**config.mk**
```make
export PLATFORM = sky130hd
export DESIGN_NAME = bfp_block_scheduler
export DESIGN_NICKNAME = d
export VERILOG_FILES = /design/src/rtl/bfp_pkg.sv /design/src/rtl/bfp_align_shifter.sv /design/src/rtl/bfp_block_scheduler.sv
export SDC_FILE = /design/constraint.sdc
export NUM_CORES = 1
export LEC_CHECK = 0
export BUFFER_PORTS_ARGS = -buffer_cell sky130_fd_sc_hd__buf_4
export CAP_MARGIN = 20
export CORE_MARGIN = 5
export CORE_UTILIZATION = 40
export CTS_BUF_LIST = sky130_fd_sc_hd__clkbuf_16
export DETAILED_ROUTE_END_ITERATION = 7
export GPL_TIMING_DRIVEN = 0
export HOLD_SLACK_MARGIN = 0.06
export PLACE_DENSITY_LB_ADDON = 0.08
export SYNTH_ARGS = -nofsm -noshare
export SYNTH_HDL_FRONTEND = slang
export SYNTH_SLANG_ARGS = --single-unit
```
**constraint.sdc**
```tcl
create_clock -name clk -period 11.9 [get_ports clk]
set_input_delay 0 -clock clk [delete_from_list [all_inputs] [get_ports clk]]
set_output_delay 0 -clock clk [all_outputs]
set_load 0.01 [all_outputs]
```
**src/rtl/bfp_pkg.sv**
```systemverilog
// Shared types and widths for the BFP block scheduler and its alignment shifter.
package bfp_pkg;

    localparam int unsigned FP32_W = 32;
    localparam int unsigned FRAC_W = 23;
    localparam int unsigned EXP_W  = 8;
    // Aligned mantissa carries the hidden bit in front of the stored fraction.
    localparam int unsigned MANT_W = FRAC_W + 1;

    typedef struct packed {
        logic              sign;
        logic [EXP_W-1:0]  exp;
        logic [FRAC_W-1:0] frac;
    } fp32_t;

    typedef enum logic [1:0] {
        IDLE,
        LOAD,
        ISSUE,
        DONE
    } sched_state_e;

endpackage

```
**src/rtl/bfp_align_shifter.sv**
```systemverilog
// Combinational exponent alignment: {hidden, frac} shifted right by (max_exp - exp).
// Define BFP_SCHED_ROUND_EN for round-half-up alignment; otherwise the result truncates.
module bfp_align_shifter
    import bfp_pkg::*;
(
    input  logic [EXP_W-1:0]  exp,
    input  logic [FRAC_W-1:0] frac,
    input  logic [EXP_W-1:0]  max_exp,
    output logic [MANT_W-1:0] mant
);

    logic [EXP_W-1:0]  shift;
    logic [MANT_W-1:0] full;

    // max_exp is the block maximum, so this never goes negative.
    assign shift = max_exp - exp;
    // Zero and denormal inputs lose the hidden bit and align as (near) zero.
    assign full  = {exp != '0, frac};

`ifdef BFP_SCHED_ROUND_EN
    logic [MANT_W-1:0] round_src;
    logic [MANT_W:0]   sum;

    // Shift, then add the most significant shifted-out bit; saturate on carry-out.
    always_comb begin
        round_src = '0;
        sum       = '0;
        mant      = '0;
        if (shift == '0) begin
            mant = full;
        end else if (shift <= EXP_W'(MANT_W)) begin
            round_src = full >> (shift - EXP_W'(1));
            sum       = {1'b0, full >> shift} + {{MANT_W{1'b0}}, round_src[0]};
            mant      = sum[MANT_W] ? '1 : sum[MANT_W-1:0];
        end
    end
`else
    // Plain truncation; shifts of the full width or more leave nothing.
    always_comb begin
        mant = '0;
        if (shift < EXP_W'(MANT_W)) begin
            mant = full >> shift;
        end
    end
`endif

endmodule

```
**src/rtl/bfp_block_scheduler.sv**
```systemverilog
// BFP block scheduler: buffers one block of FP32 pairs while tracking the per-stream max
// exponent, then issues exponent-aligned mantissas to the MAC one pair per handshake.
// Optional BFP_SCHED_ROUND_EN selects round-half-up alignment in bfp_align_shifter.
module bfp_block_scheduler
    import bfp_pkg::*;
#(
    parameter int unsigned FP32WIDTH         = FP32_W,
    parameter int unsigned FP32MANTISSAWIDTH = FRAC_W,
    parameter int unsigned FP32EXPONENTWIDTH = EXP_W,
    parameter int unsigned BLOCK_SIZE        = 16
) (
    input  logic                         clk,
    input  logic                         rst,
    input  logic                         in_valid,
    output logic                         in_ready,
    input  logic [FP32WIDTH-1:0]         in_a,
    input  logic [FP32WIDTH-1:0]         in_b,
    output logic                         mac_valid,
    input  logic                         mac_ready,
    output logic                         mac_a_sign,
    output logic                         mac_b_sign,
    output logic [FP32MANTISSAWIDTH:0]   mac_a_mant,
    output logic [FP32MANTISSAWIDTH:0]   mac_b_mant,
    output logic                         mac_last,
    output logic [FP32EXPONENTWIDTH-1:0] shared_exp_a,
    output logic [FP32EXPONENTWIDTH-1:0] shared_exp_b,
    output logic                         blk_done,
    output logic                         busy
);

    localparam int unsigned CW = $clog2(BLOCK_SIZE);
    typedef logic [CW-1:0] cnt_t;
    localparam cnt_t LAST = cnt_t'(BLOCK_SIZE - 1);

    sched_state_e      state, state_next;
    cnt_t              cnt, idx;
    logic [EXP_W-1:0]  max_a, max_b;
    fp32_t             blk_a [BLOCK_SIZE];
    fp32_t             blk_b [BLOCK_SIZE];
    fp32_t             in_a_f, in_b_f, cur_a, cur_b;
    logic [MANT_W-1:0] mant_a, mant_b;
    logic              in_fire, mac_fire;

    assign in_a_f   = fp32_t'(in_a);
    assign in_b_f   = fp32_t'(in_b);
    assign cur_a    = blk_a[idx];
    assign cur_b    = blk_b[idx];
    assign in_fire  = in_valid && in_ready;
    assign mac_fire = mac_valid && mac_ready;

    bfp_align_shifter u_align_a (
        .exp     (cur_a.exp),
        .frac    (cur_a.frac),
        .max_exp (max_a),
        .mant    (mant_a)
    );

    bfp_align_shifter u_align_b (
        .exp     (cur_b.exp),
        .frac    (cur_b.frac),
        .max_exp (max_b),
        .mant    (mant_b)
    );

    // State, counters and running max exponents.
    always_ff @(posedge clk) begin
        if (rst) begin
            state <= IDLE;
            cnt   <= '0;
            idx   <= '0;
            max_a <= '0;
            max_b <= '0;
        end else begin
            state <= state_next;
            if (in_fire) begin
                cnt <= (cnt == LAST) ? '0 : cnt + 1'b1;
                // First pair of a block seeds the max registers.
                if (cnt == '0 || in_a_f.exp > max_a) max_a <= in_a_f.exp;
                if (cnt == '0 || in_b_f.exp > max_b) max_b <= in_b_f.exp;
            end
            if (mac_fire) begin
                idx <= (idx == LAST) ? '0 : idx + 1'b1;
            end
        end
    end

    // Operand buffer write; contents are don't-care until loaded.
    always_ff @(posedge clk) begin
        if (in_fire) begin
            blk_a[cnt] <= in_a_f;
            blk_b[cnt] <= in_b_f;
        end
    end

    // Next-state and output decode.
    always_comb begin
        state_next   = state;
        in_ready     = 1'b0;
        mac_valid    = 1'b0;
        mac_a_sign   = 1'b0;
        mac_b_sign   = 1'b0;
        mac_a_mant   = '0;
        mac_b_mant   = '0;
        mac_last     = 1'b0;
        shared_exp_a = '0;
        shared_exp_b = '0;
        blk_done     = 1'b0;
        busy         = (state != IDLE);
        unique case (state)
            IDLE: begin
                in_ready = 1'b1;
                if (in_valid) state_next = LOAD;
            end
            LOAD: begin
                in_ready = 1'b1;
                if (in_valid && cnt == LAST) state_next = ISSUE;
            end
            ISSUE: begin
                mac_valid  = 1'b1;
                mac_a_sign = cur_a.sign;
                mac_b_sign = cur_b.sign;
                mac_a_mant = mant_a;
                mac_b_mant = mant_b;
                mac_last   = (idx == LAST);
                if (mac_ready && idx == LAST) state_next = DONE;
            end
            DONE: begin
                blk_done     = 1'b1;
                shared_exp_a = max_a;
                shared_exp_b = max_b;
                state_next   = IDLE;
            end
            default: state_next = IDLE;
        endcase
    end

endmodule
```
Word-level counts from Yosys, hierarchy flattened
Memory sizes are Yosys's and may differ from the RTL's. A register that Yosys moved wholly into a read port is not among the register bits.
Cells that the tools add are included.
{"block": "totals", "regBits": 26, "ram_bits": 1024, "output_inout_bits": 71, "memories": 2}
{"memory": "blk_a", "depth": 16, "width": 32, "rd": 1, "rd_ports_with_merged_regs": 1, "write_ports": 1, "line_no": "bfp_block_scheduler.sv:38", "text": "fp32_t blk_a [BLOCK_SIZE];"}
{"memory": "blk_b", "depth": 16, "width": 32, "rd": 1, "rd_ports_with_merged_regs": 1, "write_ports": 1, "line_no": "bfp_block_scheduler.sv:39", "text": "fp32_t blk_b [BLOCK_SIZE];"}
{"block": "classes", "add_sub_neg": 4, "n_lt_le_gt_ge": 4, "eq_ne": 8, "shifts": 2, "n_mux": 24, "n_reduce_logical": 15}
{"cell": "24-bit 2-to-1 mux", "n": 4}
{"cell": "24-bit by 8-bit right shift with 24-bit output", "n": 2}
{"cell": "4-bit 2-to-1 mux", "n": 6}
{"cell": "8-bit > comparator", "n": 2}
{"cell": "8-bit by 5-bit less-than comparator with 1-bit output (second input constant)", "n": 2}
{"cell": "8-bit 2-to-1 mux", "n": 2}
{"cell": "8-bit nonzero test", "n": 2}
{"cell": "8-bit subtractor", "n": 2}
{"cell": "4-bit by 1-bit adder with 4-bit output (second input constant)", "n": 2}
{"cell": "4-bit == test (second input constant)", "n": 2}
{"cell": "1-bit 2-to-1 mux", "n": 8}
{"cell": "2-bit case mux with 4 select lines", "n": 1}
{"cell": "2-bit 2-to-1 mux", "n": 3}
{"cell": "2-bit inequality test (second input constant)", "n": 3}
{"cell": "2-bit == test (second input constant)", "n": 2}
{"cell": "1-bit logical AND", "n": 4}
{"cell": "4-bit logical NOT", "n": 1}
{"cell": "2-bit AND reduction", "n": 2}
{"cell": "3-bit AND reduction", "n": 1}
{"cell": "2-bit by 1-bit == test with 1-bit output (second input constant)", "n": 1}
{"cell": "2-bit logical NOT", "n": 1}
{"cell": "1-bit logical OR", "n": 2}
{"cell": "2-bit nonzero test", "n": 1}
{"cell": "2-bit OR reduction", "n": 1}

Longest topological paths before layout
{"block": "depth", "word_depth": 6, "mapped_depth": 22, "mapped_depth_nobuf": 15}

By module
From an unflattened synthesis, not the netlist that was laid out.
{"block": "unflattened", "cells_unflattened": 2152, "area_unflattened_um2": 43999.7}
{"mod": "bfp_block_scheduler", "instances": 1, "cells_per_inst": 1714, "area_per_inst_um2": 40774.1}
{"mod": "bfp_align_shifter", "instances": 2, "cells_per_inst": 219, "area_per_inst_um2": 1612.8}

Worst setup path before layout
OpenSTA, ideal clock, no wires.
{"block": "synth_timing", "path_kind": "flip-flop to flip-flop", "start": "reg state[0]", "end": "reg max_a[0]", "arrival_ps": 4355, "required_ps": 11772, "setup_slack_ps": 7417, "path_stages_with_launch": 10, "n_path_buf": 0, "synth_period_minus_slack_ps": 4483, "path_cell_list": "dfxtp_1 -> inv_1 -> ha_1 -> or2_2 -> nand2_1 -> nor3_1 -> and2_0 -> a21oi_1 -> mux2i_1 -> nor2_1"}
{"block": "synth_via", "elab_chain_cells": 5}
{"item": "from (decl)", "line_no": "bfp_block_scheduler.sv:35", "text": "sched_state_e state, state_next;"}
{"item": "from (signal assigned)", "line_no": "bfp_block_scheduler.sv:74", "text": "state <= state_next;"}
{"item": "2-bit by 1-bit == test with 1-bit output / 2-bit logical NOT (equally long branches)", "line_no": "bfp_block_scheduler.sv:109", "text": "unique case (state)"}
{"item": "2-bit OR reduction (no line) *"}
{"item": "1-bit 2-to-1 mux *", "line_no": "bfp_block_scheduler.sv:109"}
{"item": "net in_ready", "line_no": "bfp_block_scheduler.sv:15", "text": "output logic in_ready,"}
{"item": "1-bit logical AND *", "line_no": "bfp_block_scheduler.sv:48", "text": "assign in_fire = in_valid && in_ready;"}
{"item": "2-bit AND reduction (no line) *"}
{"item": "to (signal assigned)", "line_no": "bfp_block_scheduler.sv:78", "text": "if (cnt == '0 || in_a_f.exp > max_a) max_a <= in_a_f.exp;"}
{"item": "to (decl)", "line_no": "bfp_block_scheduler.sv:37", "text": "logic [EXP_W-1:0] max_a, max_b;"}
Mark *: on every way through the listed nets, which the timed path passes. The rest lies on a longest branch.
A chain may end at the register's enable or synchronous reset.

==> flow_summary.json <==
{
  "cts_resized": 0,
  "rows": 123,
  "grt_pass1_wl_mm": 211,
  "syn_nets": 2656,
  "power_density_nw_per_um2": 211,
  "cts_made_buffers": 112,
  "synth_ff_type": "edfxtp_1",
  "worstPathRequired_ns": 11.90,
  "synth_cell_type_count": 90,
  "grt_max_degree": 42,
  "ys_warn_count": 0,
  "finalSetupTns_ns": 0,
  "critPathCaptureType": "output port",
  "fin_crit_sh_pct": 63.3,
  "clock-sinks": 1054,
  "grt_util_all_layers_pct": 24.8,
  "setup_viol": 0,
  "synth_area_leaders": "edfxtp_1, mux4_2, mux2i_1, mux4_1, dfxtp_1",
  "cpMostUsedCell": "clkbuf_1",
  "max-clock-path-buffers": 3,
  "fin_util_pct": 47.2,
  "setup.worst_path.start_class": "flip-flop",
  "vias_per_cell": 5.93,
  "synth-seq-cells": 1054,
  "syn_area_um2": 45200,
  "worst_path_largest_cell_delay_ns": 0.63,
  "ir_drop_uv": 129,
  "clock_skew_ns": 0.0305,
  "core_um2": 112000,
  "period_minus_slack_ns": 7.53,
  "cellLeakagePower_nw": 17.2,
  "path_class": "reg2out",
  "netlist_instances": 2541,
  "arrival_ns": 7.53,
  "grt_pass1_vias": 26800,
  "drive_gt1_share_pct": 22.1,
  "nNetsFinal": 3003,
  "drtAntennaViolNets": 0,
  "rsz0062_at_grt": "false",
  "synth-seq-area-share_pct": 69.3,
  "slowest_stage": "buf_2",
  "outcome": "finished, final reports clean",
  "drt_first_pass_iters": 6,
  "hold_class": "in2reg",
  "dp_hpwl_mm": 99.7,
  "vias": 26600,
  "place_congestion": 0.912,
  "cts_setup_buffers": 0,
  "maxClockFrequency_mhz": 133,
  "start_util_pct": 40.2,
  "drc": 0,
  "syn_to_final_growth_pct": 17.3,
  "clkLatencyLatePin_ns": 0.70,
  "wire_per_inst_um": 33.8,
  "die_w_um": 346,
  "cts_tree": "done",
  "maxSlewHeadroom_pct": 17.8,
  "worstPathMaxFanout": 10,
  "routed_wl_mm": 152,
  "async_reset_ff_share_pct": 0,
  "antenna_found_initial": 10,
  "design.portCount": 139,
  "cp_cell_sequence": "buf_2, clkinv_1, buf_2, clkbuf_1, buf_8, buf_2, clkbuf_1, o21ai_0, ha_1, xor2_1, clkbuf_1, clkbuf_1, nand2_1, o221ai_1, o21ai_0, a22oi_1, buf_4",
  "path_delay_family": "buffers and inverters",
  "ctsHoldBuffers": 68,
  "cts_root_buf": "clkbuf_16",
  "overflow": 0,
  "path_clk_slew_ns": 0.06,
  "layout_commonest_cell": "edfxtp_1",
  "synth_edf_count": 1024,
  "critPathBufInv": 10,
  "avgSynthCellArea_um2": 17.8,
  "yosys.area.top_type": "edfxtp_1",
  "die_y_um": 346,
  "io_buffers": 137,
  "htreeDepth": 3,
  "max_cap_violations": 0,
  "hold_violations": 0,
  "drv_slew": 0,
  "final_cell_mix": "edfxtp_1, mux2i_1, mux4_2",
  "synth_top_area_share_pct": 68.0,
  "drt_iter0_markers": 2672,
  "worstMarginPinSlew_ns": 1.23,
  "die_area_um2": 120000
}
-- synth_stat cells (8+ instances only) --
master and count:
o21ai_0 46, nor2_1 141, and3_1 14, mux4_1 25
a211oi_1 16, mux2i_1 198, a22o_1 15, a22oi_1 39
o221ai_1 9, a221oi_1 38, buf_4 29, mux2_2 42
xor2_1 9, nand4_1 11, xnor2_1 8, clkbuf_1 48
a21oi_1 56, nor2b_1 27, o22ai_1 24, inv_1 35
mux4_2 191, and2_1 39, o21a_1 10, edfxtp_1 1024
nor4_1 10, buf_2 32, buf_6 20, nand2_1 85
buf_1 9, nand2b_1 13, dfxtp_1 30, o211ai_1 10
ha_1 45, nor3_1 33, nand3_1 33
-- where the power goes --
part	switching, mW	internal (mW)	total, mW
registers	0.0622	4.26	4.32
logic	2.33	1.16	3.49
clock network	1.45	1.91	3.37
-- cells by family after synthesis --
| family | count (synthesis) | share of synthesized area (%) |
|---|---|---|
| flip-flops | 1054 | 69.3 |
| buffers and inverters | 181 | 2.29 |
| AO/OA/AOI/OAI | 343 | 5.47 |
| XOR/XNOR | 17 | 0.329 |
| AND/OR/NAND/NOR | 443 | 4.85 |
| adder cells (fa/ha/maj) | 47 | 1.33 |
| multiplexers | 456 | 16.4 |
-- worst register-to-register path, delay by kind of cell (launching register included) --
kind | cells | cell delay (ns)
fa+ha+maj | 1 | 0.18
compound gates | 1 | 0.28
buf+inv | 3 | 0.63
mux | 1 | 0.17
simple gates | 5 | 1.92
flops | 1 | 0.35
-- final timing paths --
kind	from	endpoint	slack [ns]	cells past startpoint
hold reg to reg	state[0]	state[0]	0.52	2
setup / recovery	flip-flop	mac_a_mant[6]	4.37	17
setup reg to reg	state[0]	max_b[0]	8.20	11
hold / removal	in_b[14]	blk_b[11][14]	0.14	2
-- state kept, by name, summed over array words and instances, names as in the netlist, named ones only --
name,flops
state,2
idx,4
max_a,8
blk_a,512
cnt,4
max_b,8
blk_b,512
-- metrics by stage --
| stage | instance area, µm² | setup WS [ns] | hold WS (ns) | instances | power [mW] |
|---|---|---|---|---|---|
| 3_5_place_dp | 48800 | 5.08 | 0.305 | 4206 | 7.81 |
| 3_3_place_gp | 48100 | 1.49 | 0.286 | 4178 | 7.82 |
| 6_report | 53100 | 4.37 | 0.137 | 4486 | 11.2 |
| 2_1_floorplan | 45200 | 7.42 | 0.0989 | 2541 | 6.52 |
| 5_1_grt | 53100 | 3.94 | 0.129 | 4484 | 11.6 |
| 4_1_cts | 53000 | 4.28 | 0.0811 | 4481 | 11.2 |
-- area by class of cell --
type,count,area (µm²)
fillers,9664,59300
flip-flops and latches,1054,31400
multi-input cells,1306,12900
clock buffers,113,2830
repair buffers,233,2360
well taps,1500,1880
plain buffers,143,892
clock inverters,94,714
inverters,38,143
diodes,5,12.5
-- layer usage --
| layer | vias up | global-route usage, % | routed length, µm |
|---|---|---|---|
| met4 | 2 | 5.30 | 3140 |
| met1 | 14400 | 34.0 | 64300 |
| met3 | 175 | 3.43 | 8420 |
| met2 | 946 | 42.5 | 75800 |
| li1 | 11100 | - | - |
| met5 | - | 0 | 14 |
Note: power is estimated with default switching activity, not from simulation.
